==> config.mk <==
export PLATFORM = sky130hd
export DESIGN_NAME = alu_result_buffer
export DESIGN_NICKNAME = d
export VERILOG_FILES = /design/src/rtl/alu_pkg.sv /design/src/rtl/alu_result_buffer_mem.sv /design/src/rtl/alu_result_buffer.sv
export SDC_FILE = /design/constraint.sdc
export NUM_CORES = 1
export LEC_CHECK = 0
export ABC_AREA = 1
export CAP_MARGIN = 20
export CORE_MARGIN = 4
export CORE_UTILIZATION = 45
export CTS_CLUSTER_DIAMETER = 100
export DETAILED_ROUTE_END_ITERATION = 12
export GPL_TIMING_DRIVEN = 0
export PLACE_DENSITY = 0.7
export SKIP_CTS_REPAIR_TIMING = 1
export SLEW_MARGIN = 20
export SYNTH_ARGS = -nofsm -noshare
export SYNTH_HDL_FRONTEND = slang
export SYNTH_HIERARCHICAL = 1
export SYNTH_SLANG_ARGS = --single-unit
==> constraint.sdc <==
create_clock -name clk -period 5.2 [get_ports clk]
set_input_delay 0.52 -clock clk [delete_from_list [all_inputs] [get_ports clk]]
set_output_delay 0.52 -clock clk [all_outputs]
set_load 0.005 [all_outputs]
==> src/rtl/alu_pkg.sv <==
// alu_pkg: shared ALU widths, the buffer entry layout and the buffer
// control state encoding.
//   ALU_WIDTH   - default ALU data width
//   ALUOP_WIDTH - default ALU opcode width
//   alu_entry_t - one buffered ALU result with its precomputed flags
//   buf_state_t - occupancy state of the result buffer
package alu_pkg;

    localparam int ALU_WIDTH   = 6;
    localparam int ALUOP_WIDTH = 4;

    typedef struct packed {
        logic [ALU_WIDTH-1:0]   result;
        logic                   carry;
        logic                   zero;
        logic                   neg;
        logic [ALUOP_WIDTH-1:0] aluop;
    } alu_entry_t;

    typedef enum logic [1:0] {
        ST_EMPTY   = 2'd0,
        ST_PARTIAL = 2'd1,
        ST_FULL    = 2'd2
    } buf_state_t;

endpackage

==> src/rtl/alu_result_buffer_mem.sv <==
// alu_result_buffer_mem: DEPTH x EW register array for the ALU result buffer.
// Ports:
//   clk     - clock, writes on rising edge
//   wr_en   - write strobe
//   wr_addr - write slot
//   wr_data - entry to store
//   rd_addr - read slot (asynchronous read)
//   rd_data - entry at rd_addr
// Contents carry no reset: a slot is only observed after it was written.
module alu_result_buffer_mem
    import alu_pkg::*;
#(
    parameter int EW    = $bits(alu_entry_t),
    parameter int DEPTH = 4,
    parameter int AW    = 2
) (
    input  logic          clk,
    input  logic          wr_en,
    input  logic [AW-1:0] wr_addr,
    input  logic [EW-1:0] wr_data,
    input  logic [AW-1:0] rd_addr,
    output logic [EW-1:0] rd_data
);

    logic [EW-1:0] mem_r [DEPTH];

    // Single write port into the entry array.
    always_ff @(posedge clk) begin
        if (wr_en) begin
            mem_r[wr_addr] <= wr_data;
        end
    end

    assign rd_data = mem_r[rd_addr];

endmodule

==> src/rtl/alu_result_buffer.sv <==
// alu_result_buffer: small FIFO that captures ALU results with their carry,
// zero, negative flags and opcode, and presents the oldest entry to a
// consumer through a valid/ready handshake.
// Ports:
//   clk, reset          - clock; asynchronous active-high reset
//   flush               - synchronous clear of contents and carry_sticky
//   in_valid/in_ready   - producer handshake
//   in_result, in_carryout, in_aluop - ALU result being pushed
//   out_valid/out_ready - consumer handshake
//   out_result, out_carry, out_zero, out_neg, out_aluop - head entry
//   count               - occupancy
//   carry_sticky        - set once any accepted entry carried
module alu_result_buffer
    import alu_pkg::*;
#(
    parameter int WIDTH = ALU_WIDTH,
    parameter int OPW   = ALUOP_WIDTH,
    parameter int DEPTH = 4
) (
    input  logic                   clk,
    input  logic                   reset,
    input  logic                   flush,
    input  logic                   in_valid,
    input  logic [WIDTH-1:0]       in_result,
    input  logic                   in_carryout,
    input  logic [OPW-1:0]         in_aluop,
    output logic                   in_ready,
    output logic                   out_valid,
    output logic [WIDTH-1:0]       out_result,
    output logic                   out_carry,
    output logic                   out_zero,
    output logic                   out_neg,
    output logic [OPW-1:0]         out_aluop,
    input  logic                   out_ready,
    output logic [$clog2(DEPTH):0] count,
    output logic                   carry_sticky
);

    localparam int PW = $clog2(DEPTH);
    localparam int CW = PW + 1;

    // Same field order as alu_entry_t, sized by this instance's parameters.
    typedef struct packed {
        logic [WIDTH-1:0] result;
        logic             carry;
        logic             zero;
        logic             neg;
        logic [OPW-1:0]   aluop;
    } buf_entry_t;

    localparam int EW = $bits(buf_entry_t);

    logic [PW-1:0] wr_ptr_r;
    logic [PW-1:0] rd_ptr_r;
    logic [CW-1:0] count_r;
    logic          sticky_r;
    buf_state_t    state_r;
    buf_state_t    state_nxt_s;
    logic          in_ready_s;
    logic          out_valid_s;
    logic          push_s;
    logic          pop_s;
    buf_entry_t    wr_entry_s;
    buf_entry_t    rd_entry_s;
    logic [EW-1:0] rd_bits_s;

    function automatic logic result_is_zero(input logic [WIDTH-1:0] v);
        return (v == {WIDTH{1'b0}});
    endfunction

    function automatic logic result_is_neg(input logic [WIDTH-1:0] v);
        return v[WIDTH-1];
    endfunction

    // Handshake decode; flush suppresses both transfers in its cycle.
    always_comb begin
        in_ready_s  = (state_r != ST_FULL);
        out_valid_s = (state_r != ST_EMPTY);
        push_s      = in_valid && in_ready_s && !flush;
        pop_s       = out_valid_s && out_ready && !flush;
    end

    // Entry assembly; zero/neg are captured here so the head needs no compare.
    always_comb begin
        wr_entry_s.result = in_result;
        wr_entry_s.carry  = in_carryout;
        wr_entry_s.zero   = result_is_zero(in_result);
        wr_entry_s.neg    = result_is_neg(in_result);
        wr_entry_s.aluop  = in_aluop;
    end

    alu_result_buffer_mem #(
        .EW    (EW),
        .DEPTH (DEPTH),
        .AW    (PW)
    ) u_mem (
        .clk     (clk),
        .wr_en   (push_s),
        .wr_addr (wr_ptr_r),
        .wr_data (wr_entry_s),
        .rd_addr (rd_ptr_r),
        .rd_data (rd_bits_s)
    );

    assign rd_entry_s = buf_entry_t'(rd_bits_s);

    // Pointers, occupancy and carry flag; pointers wrap naturally at DEPTH.
    always_ff @(posedge clk or posedge reset) begin
        if (reset) begin
            wr_ptr_r <= {PW{1'b0}};
            rd_ptr_r <= {PW{1'b0}};
            count_r  <= {CW{1'b0}};
            sticky_r <= 1'b0;
        end else if (flush) begin
            wr_ptr_r <= {PW{1'b0}};
            rd_ptr_r <= {PW{1'b0}};
            count_r  <= {CW{1'b0}};
            sticky_r <= 1'b0;
        end else begin
            if (push_s) begin
                wr_ptr_r <= wr_ptr_r + PW'(1);
            end
            if (pop_s) begin
                rd_ptr_r <= rd_ptr_r + PW'(1);
            end
            case ({push_s, pop_s})
                2'b10:   count_r <= count_r + CW'(1);
                2'b01:   count_r <= count_r - CW'(1);
                default: count_r <= count_r;
            endcase
            if (push_s && in_carryout) begin
                sticky_r <= 1'b1;
            end
        end
    end

    // Control state register.
    always_ff @(posedge clk or posedge reset) begin
        if (reset) begin
            state_r <= ST_EMPTY;
        end else begin
            state_r <= state_nxt_s;
        end
    end

    // Control state transitions; flush returns to EMPTY from anywhere.
    always_comb begin
        state_nxt_s = state_r;
        if (flush) begin
            state_nxt_s = ST_EMPTY;
        end else begin
            case (state_r)
                ST_EMPTY: begin
                    if (push_s) begin
                        state_nxt_s = ST_PARTIAL;
                    end else begin
                        state_nxt_s = ST_EMPTY;
                    end
                end
                ST_PARTIAL: begin
                    if (push_s && !pop_s && (count_r == CW'(DEPTH - 1))) begin
                        state_nxt_s = ST_FULL;
                    end else if (pop_s && !push_s && (count_r == CW'(1))) begin
                        state_nxt_s = ST_EMPTY;
                    end else begin
                        state_nxt_s = ST_PARTIAL;
                    end
                end
                ST_FULL: begin
                    if (pop_s) begin
                        state_nxt_s = ST_PARTIAL;
                    end else begin
                        state_nxt_s = ST_FULL;
                    end
                end
                default: state_nxt_s = ST_EMPTY;
            endcase
        end
    end

    // Head presentation; fields read as zero whenever no entry is valid.
    always_comb begin
        in_ready  = in_ready_s && !reset;
        out_valid = out_valid_s;
        if (out_valid_s) begin
            out_result = rd_entry_s.result;
            out_carry  = rd_entry_s.carry;
            out_zero   = rd_entry_s.zero;
            out_neg    = rd_entry_s.neg;
            out_aluop  = rd_entry_s.aluop;
        end else begin
            out_result = {WIDTH{1'b0}};
            out_carry  = 1'b0;
            out_zero   = 1'b0;
            out_neg    = 1'b0;
            out_aluop  = {OPW{1'b0}};
        end
    end

    assign count        = count_r;
    assign carry_sticky = sticky_r;

endmodule
==> run summary <==
Cell Area, Synth: 3007 sq um
PD cells: 327.1 nW/um^2
DR WL/cell: 13.11 um
status: finished clean
TritonCTS clock tree: done
commonest cells after routing, fill and taps aside: inv_1, nand2_1, edfxtp_1
final hold violations: 0
Crit Path Class: register to output pin
Die Height: 89.74 um
initial DRC count: 92
fin crit share: 0.4970
drt pass-1 iters: 4
crit end category: output pin
worst vdd ir: 180.4 uV
Die Wd: 89.74 um
CTS sink cnt: 62
top_reg_cell synth: edfxtp_1
CP Launch Type: register
register area share after synthesis: 0.6026
Initial Util: 0.4681
Mean Syn Cell Area: 9.455 sq um
Final setup viols: 0
clk root buf: clkbuf_8
share of layout cells above drive strength 1: 0.1398
number of global-route vias before repair: 2063
largest net degree at the start of global routing: 12
Clk Latency, worst-skew pair: 330 ps
H-tree levels: 3
Inserted Diodes: 0
worst hold path class: input port to async pin
setup TNS: 0 ps
syn_nets: 338
cells after synthesis: 318
Post-synth ARST share: 0.1613
Die ar.: 8053 sq um
port bufs: 34
gpl congestion: 0.7751
Syn. warnings: 6
Num CTS Buffers: 9
hpwl dp: 4080 um
via count: 2092
core area: 6422 sq um
Clock Tree Buf Depth: 2
Area Overhead vs Synth: 24.22%
Netlist cell types: 27
CP Data Arrival Time: 2060 ps
Post-Place Cell Area: 3497 sq um
FF+latch count, synth: 62
Post-synth EDFFs: 52
Global Route Usage Sum: 0.1578
leakage power: 0.001735 uW
initial antenna violation count: 0
Final nets: 387
RSZ-0062 raised after global routing: false
WP data required: 4680 ps
Reg clk slew, reported paths: 70 ps
max_slew headroom: 0.5462
final wirelength: 5888 um
min Tclk post-route: 2584 ps
gr ovfl total: 0
DR vias/cell: 4.659
# DRC: 0
clk_skew: 8.282 ps
worst-path fanout max: 10
first-pass GRT wire length: 9991 um
Worst Tran Pin Value: 676.9 ps
commonest non-fill, non-tap cell in the layout: inv_1
f_max: 387.0 MHz
row count: 29
num ports: 35
antenna viol nets, final: 0
Slew Viols, Final: 0
Max-Cap Viols: 0
final instance area: 3735 sq um
cell families after synthesis:
group | Yosys count | share of synthesized area
buf+inv | 95 | 0.1340
compound gates | 12 | 0.02247
flops | 62 | 0.6026
xor+xnor | 1 | 0.002914
simple gates | 144 | 0.2214
fa+ha+maj | 4 | 0.01665
metal layers:
metal / GRT usage / part of all wire
met1: 0.2021 / 0.46
met2: 0.2607 / 0.51
met5: 0 / 0
met3: 0.04174 / 0.028
met4: 0.05364 / 0.0087
sequential cells by signal (all words and copies together), names as in the netlist:
name / count
wr_ptr_r: 2
rd_ptr_r: 2
u_mem/mem_r: 52
state_r: 2
count: 3
carry_sticky: 1
synthesized netlist by cell type (2+ instances only):
library cell | instances | share of area
inv_1 | 84 | 0.10
nand2_2 | 12 | 0.025
nand3_2 | 3 | 0.010
o21ai_1 | 4 | 0.0067
nand3_1 | 30 | 0.050
a21oi_1 | 4 | 0.0067
edfxtp_1 | 52 | 0.52
nand2_1 | 67 | 0.084
buf_4 | 3 | 0.0075
o21ai_0 | 2 | 0.0033
buf_2 | 3 | 0.0050
nor3_1 | 4 | 0.0067
nand4_1 | 2 | 0.0042
buf_6 | 2 | 0.0075
nor2_1 | 22 | 0.027
dfrtp_1 | 10 | 0.083
ha_1 | 4 | 0.017
power breakdown:
| group | internal, uW | total [uW] | switching [uW] |
|---|---|---|---|
| Combinational | 73.5 | 154 | 80.2 |
| Sequential | 559 | 570 | 11.4 |
| Clock | 318 | 498 | 181 |
stage by stage:
step / utilization / std cells / total power, uW / worst slack [ps] / hold slack [ps]
finish: 0.5815 / 449 / 1222 / 2616 / 514.9
global route: 0.5815 / 449 / 1284 / 2433 / 522.9
CTS: 0.5815 / 449 / 1234 / 2599 / 510.4
detailed placement: 0.5445 / 433 / 736.5 / 2625 / 533.6
global placement: 0.5361 / 429 / 729.8 / 1714 / 519.1
floorplan: - / 318 / 666.4 / 3021 / 360.2
layout make-up:
class                      count  area (sq um)
fill                         518          2688
sequential                    62          1812
multi-input combinational    161         812.0
timing repair buffer          38         374.1
inverter                      86         327.8
clock buffer                  10         127.6
clock inverter                 6         110.1
tap                           77         96.34
buffer                         9         75.07
worst paths after layout:
path                       cells after the start           endpoint         start  slack [ps]
max in group asynchronous                      2        wr_ptr_r[0]         reset        4390
setup / recovery                               7            out_neg   rd_ptr_r[1]        2620
hold reg to reg                                1       carry_sticky  carry_sticky         550
min in group clk                               1       carry_sticky  carry_sticky         550
hold / removal                                 2         state_r[1]         reset         510
setup reg to reg                               7  u_mem/mem_r[2][5]    state_r[0]        3220
critical path, cell delays in order, from the launching register on:
cell and delay, ps:
dfrtp_1 460, inv_1 150, buf_2 280, nand3_1 110
nand2_1 60, inv_1 30, nor2_1 120, clkdlybuf4s50_1 520
Note: power is estimated with default switching activity, not from simulation.
